### src/rtl/mem_bank_router.sv
`default_nettype none
// ============================================================================
// Module      : mem_bank_router
// Description : N-bank address router between the AXI4-Lite memory-interface
//               bridge and the memory banks. A configurable address field
//               selects the bank; requests are forwarded combinationally.
//               Outstanding reads are tracked in an in-order tag FIFO so each
//               response is taken from the bank addressed at issue time.
//               Unmapped reads return ERR_DATA; unmapped writes are dropped.
//               Optional error logging is compiled in with the macro
//               ROUTER_ERR_LOG_EN (adds err_clr/err_valid/err_addr/err_cnt).
// Revision    : 1.0 - initial release
// ============================================================================
module mem_bank_router #(
  parameter int          NUM_BANKS       = 4,
  parameter int          ADDR_WIDTH      = 16,
  parameter int          DATA_WIDTH      = 32,
  parameter int          SEL_LSB         = 12,
  parameter int          SEL_BITS        = 4,
  parameter int          MAX_OUTSTANDING = 4,
  parameter logic [31:0] ERR_DATA        = 32'hDEAD_BEEF
) (
  input  logic                            clk_a,
  input  logic                            arstz_aq,
  input  logic                            host_en,
  input  logic                            host_we,
  input  logic [ADDR_WIDTH-1:0]           host_addr,
  input  logic [DATA_WIDTH-1:0]           host_din,
  output logic                            host_ready,
  output logic [DATA_WIDTH-1:0]           host_dout,
  output logic                            host_valid,
  output logic [NUM_BANKS-1:0]            bank_en,
  output logic [NUM_BANKS-1:0]            bank_we,
  output logic [NUM_BANKS*ADDR_WIDTH-1:0] bank_addr,
  output logic [NUM_BANKS*DATA_WIDTH-1:0] bank_din,
  input  logic [NUM_BANKS*DATA_WIDTH-1:0] bank_dout,
  input  logic [NUM_BANKS-1:0]            bank_valid
`ifdef ROUTER_ERR_LOG_EN
  ,
  input  logic                            err_clr,
  output logic                            err_valid,
  output logic [ADDR_WIDTH-1:0]           err_addr,
  output logic [7:0]                      err_cnt
`endif
);

  // Tag FIFO geometry: depth is a power of two so pointers wrap naturally.
  localparam int                      c_ptr_w    = $clog2(MAX_OUTSTANDING);
  localparam int                      c_cnt_w    = c_ptr_w + 1;
  localparam int                      c_tag_w    = SEL_BITS + 1;
  localparam logic [c_cnt_w-1:0]      c_full     = c_cnt_w'(MAX_OUTSTANDING);
  localparam logic [DATA_WIDTH-1:0]   c_err_data = DATA_WIDTH'(ERR_DATA);

  // --------------------------------------------------------------------------
  // Address decode and accept
  // --------------------------------------------------------------------------
  logic [SEL_BITS-1:0] w_idx;
  logic                w_mapped;
  logic                w_acc;
  logic                w_push;
  logic                w_pop;

  logic [c_cnt_w-1:0]  r_count;
  logic [c_ptr_w-1:0]  r_wr_ptr;
  logic [c_ptr_w-1:0]  r_rd_ptr;
  logic [c_tag_w-1:0]  r_tag_mem [MAX_OUTSTANDING];

  logic [c_tag_w-1:0]  w_head_tag;
  logic                w_head_err;
  logic [SEL_BITS-1:0] w_head_bank;
  logic                w_head_bank_valid;
  logic [DATA_WIDTH-1:0] w_head_dout;

  logic                  r_host_valid;
  logic [DATA_WIDTH-1:0] r_host_dout;

  assign w_idx      = host_addr[SEL_LSB +: SEL_BITS];
  assign w_mapped   = (32'(w_idx) < 32'(NUM_BANKS));

  // Backpressure is based on the registered count only; a pop in the same
  // cycle does not free a slot until the next cycle.
  assign host_ready = (r_count < c_full);
  assign w_acc      = host_en & host_ready;
  assign w_push     = w_acc & ~host_we;

  // --------------------------------------------------------------------------
  // Combinational per-bank forwarding
  // --------------------------------------------------------------------------
  genvar gi;
  generate
    for (gi = 0; gi < NUM_BANKS; gi++) begin : g_bank
      logic w_hit;
      assign w_hit = w_mapped & (w_idx == SEL_BITS'(gi));
      assign bank_en[gi] = w_acc & w_hit;
      assign bank_we[gi] = w_acc & w_hit & host_we;
      assign bank_addr[gi*ADDR_WIDTH +: ADDR_WIDTH] = w_hit ? host_addr : '0;
      assign bank_din[gi*DATA_WIDTH +: DATA_WIDTH]  = w_hit ? host_din  : '0;
    end
  endgenerate

  // --------------------------------------------------------------------------
  // Head-of-FIFO response selection
  // --------------------------------------------------------------------------
  assign w_head_tag  = r_tag_mem[r_rd_ptr];
  assign w_head_err  = w_head_tag[SEL_BITS];
  assign w_head_bank = w_head_tag[SEL_BITS-1:0];

  // Select valid/data of the bank named by the head tag; other banks' valids
  // are out-of-order responses and are simply not looked at.
  always_comb begin
    w_head_bank_valid = 1'b0;
    w_head_dout       = '0;
    for (int i = 0; i < NUM_BANKS; i++) begin
      if (w_head_bank == SEL_BITS'(i)) begin
        w_head_bank_valid = bank_valid[i];
        w_head_dout       = bank_dout[i*DATA_WIDTH +: DATA_WIDTH];
      end
    end
  end

  // Error tags retire immediately at the head; mapped tags wait for their bank.
  assign w_pop = (r_count != '0) & (w_head_err | w_head_bank_valid);

  // --------------------------------------------------------------------------
  // Tag FIFO storage and pointers
  // --------------------------------------------------------------------------
  // Tag write on read accept: error flag plus bank index captured at issue.
  always_ff @(posedge clk_a or negedge arstz_aq) begin
    if (!arstz_aq) begin
      for (int i = 0; i < MAX_OUTSTANDING; i++) begin
        r_tag_mem[i] <= '0;
      end
    end else if (w_push) begin
      r_tag_mem[r_wr_ptr] <= {~w_mapped, w_idx};
    end
  end

  // Pointer and occupancy update; simultaneous push and pop keep the count.
  always_ff @(posedge clk_a or negedge arstz_aq) begin
    if (!arstz_aq) begin
      r_wr_ptr <= '0;
      r_rd_ptr <= '0;
      r_count  <= '0;
    end else begin
      if (w_push) begin
        r_wr_ptr <= r_wr_ptr + 1'b1;
      end
      if (w_pop) begin
        r_rd_ptr <= r_rd_ptr + 1'b1;
      end
      case ({w_push, w_pop})
        2'b10:   r_count <= r_count + 1'b1;
        2'b01:   r_count <= r_count - 1'b1;
        default: r_count <= r_count;
      endcase
    end
  end

  // --------------------------------------------------------------------------
  // Registered host response
  // --------------------------------------------------------------------------
  // One-cycle valid pulse per retired tag; data holds between pulses.
  always_ff @(posedge clk_a or negedge arstz_aq) begin
    if (!arstz_aq) begin
      r_host_valid <= 1'b0;
      r_host_dout  <= '0;
    end else begin
      r_host_valid <= w_pop;
      if (w_pop) begin
        r_host_dout <= w_head_err ? c_err_data : w_head_dout;
      end
    end
  end

  assign host_valid = r_host_valid;
  assign host_dout  = r_host_dout;

`ifdef ROUTER_ERR_LOG_EN
  // --------------------------------------------------------------------------
  // Unmapped-access error log
  // --------------------------------------------------------------------------
  logic                  w_err_hit;
  logic                  r_err_valid;
  logic [ADDR_WIDTH-1:0] r_err_addr;
  logic [7:0]            r_err_cnt;

  assign w_err_hit = w_acc & ~w_mapped;

  // Sticky first-error capture and saturating counter; clear has priority.
  always_ff @(posedge clk_a or negedge arstz_aq) begin
    if (!arstz_aq) begin
      r_err_valid <= 1'b0;
      r_err_addr  <= '0;
      r_err_cnt   <= '0;
    end else if (err_clr) begin
      r_err_valid <= 1'b0;
      r_err_addr  <= '0;
      r_err_cnt   <= '0;
    end else if (w_err_hit) begin
      if (!r_err_valid) begin
        r_err_valid <= 1'b1;
        r_err_addr  <= host_addr;
      end
      if (r_err_cnt != 8'hFF) begin
        r_err_cnt <= r_err_cnt + 8'd1;
      end
    end
  end

  assign err_valid = r_err_valid;
  assign err_addr  = r_err_addr;
  assign err_cnt   = r_err_cnt;
`endif

endmodule
`default_nettype wire

### config.mk
export PLATFORM = sky130hd
export DESIGN_NAME = mem_bank_router
export DESIGN_NICKNAME = d
export VERILOG_FILES = /design/src/rtl/mem_bank_router.sv
export SDC_FILE = /design/constraint.sdc
export NUM_CORES = 1
export LEC_CHECK = 0
export CAP_MARGIN = 20
export CORE_AREA = 2 2 162 164
export CTS_CLUSTER_SIZE = 28
export DETAILED_ROUTE_END_ITERATION = 12
export DIE_AREA = 0 0 164 166
export HOLD_SLACK_MARGIN = 0.1
export SLEW_MARGIN = 20
export SYNTH_ARGS = -nofsm -noshare
export SYNTH_HDL_FRONTEND = slang
export SYNTH_SLANG_ARGS = --single-unit
### constraint.sdc
create_clock -name clk_a -period 5.7 [get_ports clk_a]
set_input_delay 0.855 -clock clk_a [delete_from_list [all_inputs] [get_ports clk_a]]
set_output_delay 0.855 -clock clk_a [all_outputs]
set_load 0.02 [all_outputs]
==> out/metrics.yaml <==
synth-seq-area-share_pct: 30.7
place_area_um2: 9190
cts_sinks: 60
cts.repair.resized: 0
cpPeakStageDelay_ns: 0.67
numCtsBuffers: 9
pre_cts_slack_ns: 1.33
hold_violations: 0
area_delta_synth_final_pct: 94.5
die_h_um: 166
worst_ep_required_time_ns: 4.85
synthFlopType: "dfrtp_1"
die_x_um: 164
status: "complete, no violations"
crit_buf_inv: 2
yosysWarnings: 0
cts.clk_slew.worst_paths_ns: 0.06
cp_cell_sequence: "clkdlybuf4s50_1, nor2_1, nand2_1, nor2_4, and2_1, clkdlybuf4s50_1"
ys_seq_elements: 60
core_um2: 25600
syn_avg_cell_area_um2: 9.12
power_density_nw_per_um2: 356
yosysUniqueCellTypes: 35
ios: 418
cp-start-kind: "primary input"
nets: 1106
rr_startpoint: "r_rd_ptr[1]"
peakVddDrop_mv: 0.294
h-tree-depth: 3
remaining_drc_errors: 0
power_mw: 3.38
cp.depth: 6
cts_root_buf: "clkbuf_16"
fin_area_um2: 9510
grt_pass1_vias: 5647
synthTopCellsByArea: "dfrtp_1, and2_1, mux2i_1, o22a_1, mux2_2"
cp_max_fo: 45
cts_buffer_depth: 2
synth_commonest_cells: "and2_1, mux2i_1, dfrtp_1, o22a_1, o22ai_1"
viasPerCell: 4.23
timing.fmax_mhz: 229
synthCells: 536
crit_top_cell: "clkdlybuf4s50_1"
drt_wl_total_um: 22200
skew_ns: 0.00677
setup_ws_ns: 1.33
maxSlewHeadroom_pct: 42.9
critPathTopFamily: "simple AND/OR/NAND/NOR gates"
critPathSlowestCell: "nor2_4"
synthArstFlopShare_pct: 100
max_cap_violations: 0
holdPathStages: 1
place_hpwl_um: 17600
synth.top_cell.area_share_pct: 30.7
grt_use_total_pct: 15.6
post-route-period-util_pct: 76.7
rows: 59
port-buffer-count: 405
syn_area_um2: 4890
clock_latency_ns: 0.33
worst_slew_pin_slew_ns: 0.854
yosys.area.top_type: "dfrtp_1"
gr-total-overflow: 0
hold_class: "flop to flop"
postCtsSetupBuffers: 0
cp-startpoint: "host_addr[14]"
grt_antenna_before_repair: 1
totalNegativeSetupSlack_ns: 0
grt_max_degree: 61
drt_pre_antenna_iters: 4
start_util_pct: 19.1
crit_type: "primary input to primary output"
antenna_cells: 0
arrival_ns: 3.52
gp_congestion: 0.817
dieArea_um2: 27200
grt_pass1_wl_um: 32800
synth.most_common_cell: "and2_1"
period_needed_ns: 4.37
drv_slew: 0
drive_gt1_share_pct: 6.30
cts_hold_buffers: 0
r2r_cells: 10
rsz0062_at_grt: "no"
end_kind: "primary output"
hold_start: "r_count[0]"
antenna_left: 0
synth_edf_count: 0
drt-initial-drc-count: 139
cts_tree: "yes"
vias: 5311
wl_per_cell_um: 17.7
setup_viol: 0
p_leak_nw: 3.68
-- routing by layer --
layer | part of all wire (%) | GRT usage (%)
met4 | 2.0 | 4.65
met5 | 0.054 | 0
met1 | 38 | 16.7
met3 | 11 | 6.24
met2 | 49 | 28.0
-- worst reg2reg max path, stage by stage (launching register included) --
cell and delay, ns:
dfrtp_1 0.67, mux4_4 0.74, o21bai_1 0.26, a311oi_2 0.30, o21a_1 0.23, ha_1 0.19
inv_1 0.06, fa_1 0.37, xor2_1 0.15, nor2_1 0.11, xnor2_1 0.13
-- cells in the final DEF (no fill, tap or decap), types with 6 or more instances in the layout --
| cell type | Yosys | final |
|---|---|---|
| inv_1 | 20 | 20 |
| o22a_1 | 32 | 32 |
| nor2_1 | 15 | 13 |
| mux2_2 | 19 | 19 |
| dfrtp_1 | 60 | 60 |
| clkdlybuf4s50_1 | 0 | 404 |
| buf_4 | 14 | 9 |
| mux2i_1 | 69 | 69 |
| and2_1 | 180 | 180 |
| o22ai_1 | 32 | 32 |
| clkbuf_16 | 0 | 9 |
| conb_1 | 1 | 12 |
| nand2_1 | 6 | 6 |
-- cell type report --
| type | instances | area [um^2] |
|---|---|---|
| Clock inverter | 7 | 98.8 |
| Sequential cell | 60 | 1500 |
| Inverter | 20 | 75.1 |
| Tap cell | 335 | 419 |
| Multi-Input combinational cell | 411 | 3070 |
| Clock buffer | 9 | 225 |
| Timing Repair Buffer | 414 | 4120 |
| Fill cell | 2617 | 16100 |
-- flip-flops by register name, summed over array words and instances (netlist names) --
| signal | flops |
|---|---|
| host_dout | 32 |
| host_valid | 1 |
| r_rd_ptr | 2 |
| r_wr_ptr | 2 |
| r_tag_mem | 20 |
| r_count | 3 |
-- path summary, 6_finish.rpt --
check / to / slack, ns
min in group asynchronous: host_dout[29] / 0.71
max: bank_din[84] / 1.33
min reg2reg: r_count[0] / 0.49
max reg2reg: r_count[2] / 2.41
min: r_count[0] / 0.49
max in group asynchronous: host_dout[18] / 4.47
-- cells by family (layout without fill, tap and decap cells) --
| logic type | after synthesis | after routing | share of synthesized area [%] |
|---|---|---|---|
| simple gates | 219 | 219 | 26.8 |
| flops | 60 | 60 | 30.7 |
| buf+inv | 76 | 450 | 7.65 |
| other cells | 1 | 12 | 0.0767 |
| xor+xnor | 6 | 6 | 1.07 |
| fa+ha+maj | 6 | 6 | 1.69 |
| compound gates | 76 | 76 | 11.7 |
| mux | 92 | 92 | 20.3 |
-- power by group --
group	internal [mW]	leakage (nW)	total [mW]	switching, mW
sequential	0.580	0.665	0.684	0.104
clock	0.385	0.156	0.593	0.208
combinational	1.01	2.85	2.10	1.10
-- through the flow --
step / utilization [%] / std cells / hold slack, ns
3_5_place_dp: 35.9 / 1240 / 0.478
4_1_cts: 37.1 / 1256 / 0.490
6_report: 37.1 / 1256 / 0.486
5_1_grt: 37.1 / 1256 / 0.505
2_1_floorplan: - / 547 / 0.446
3_3_place_gp: 35.9 / 1240 / 0.464
Power figures use the tool's default switching activity.
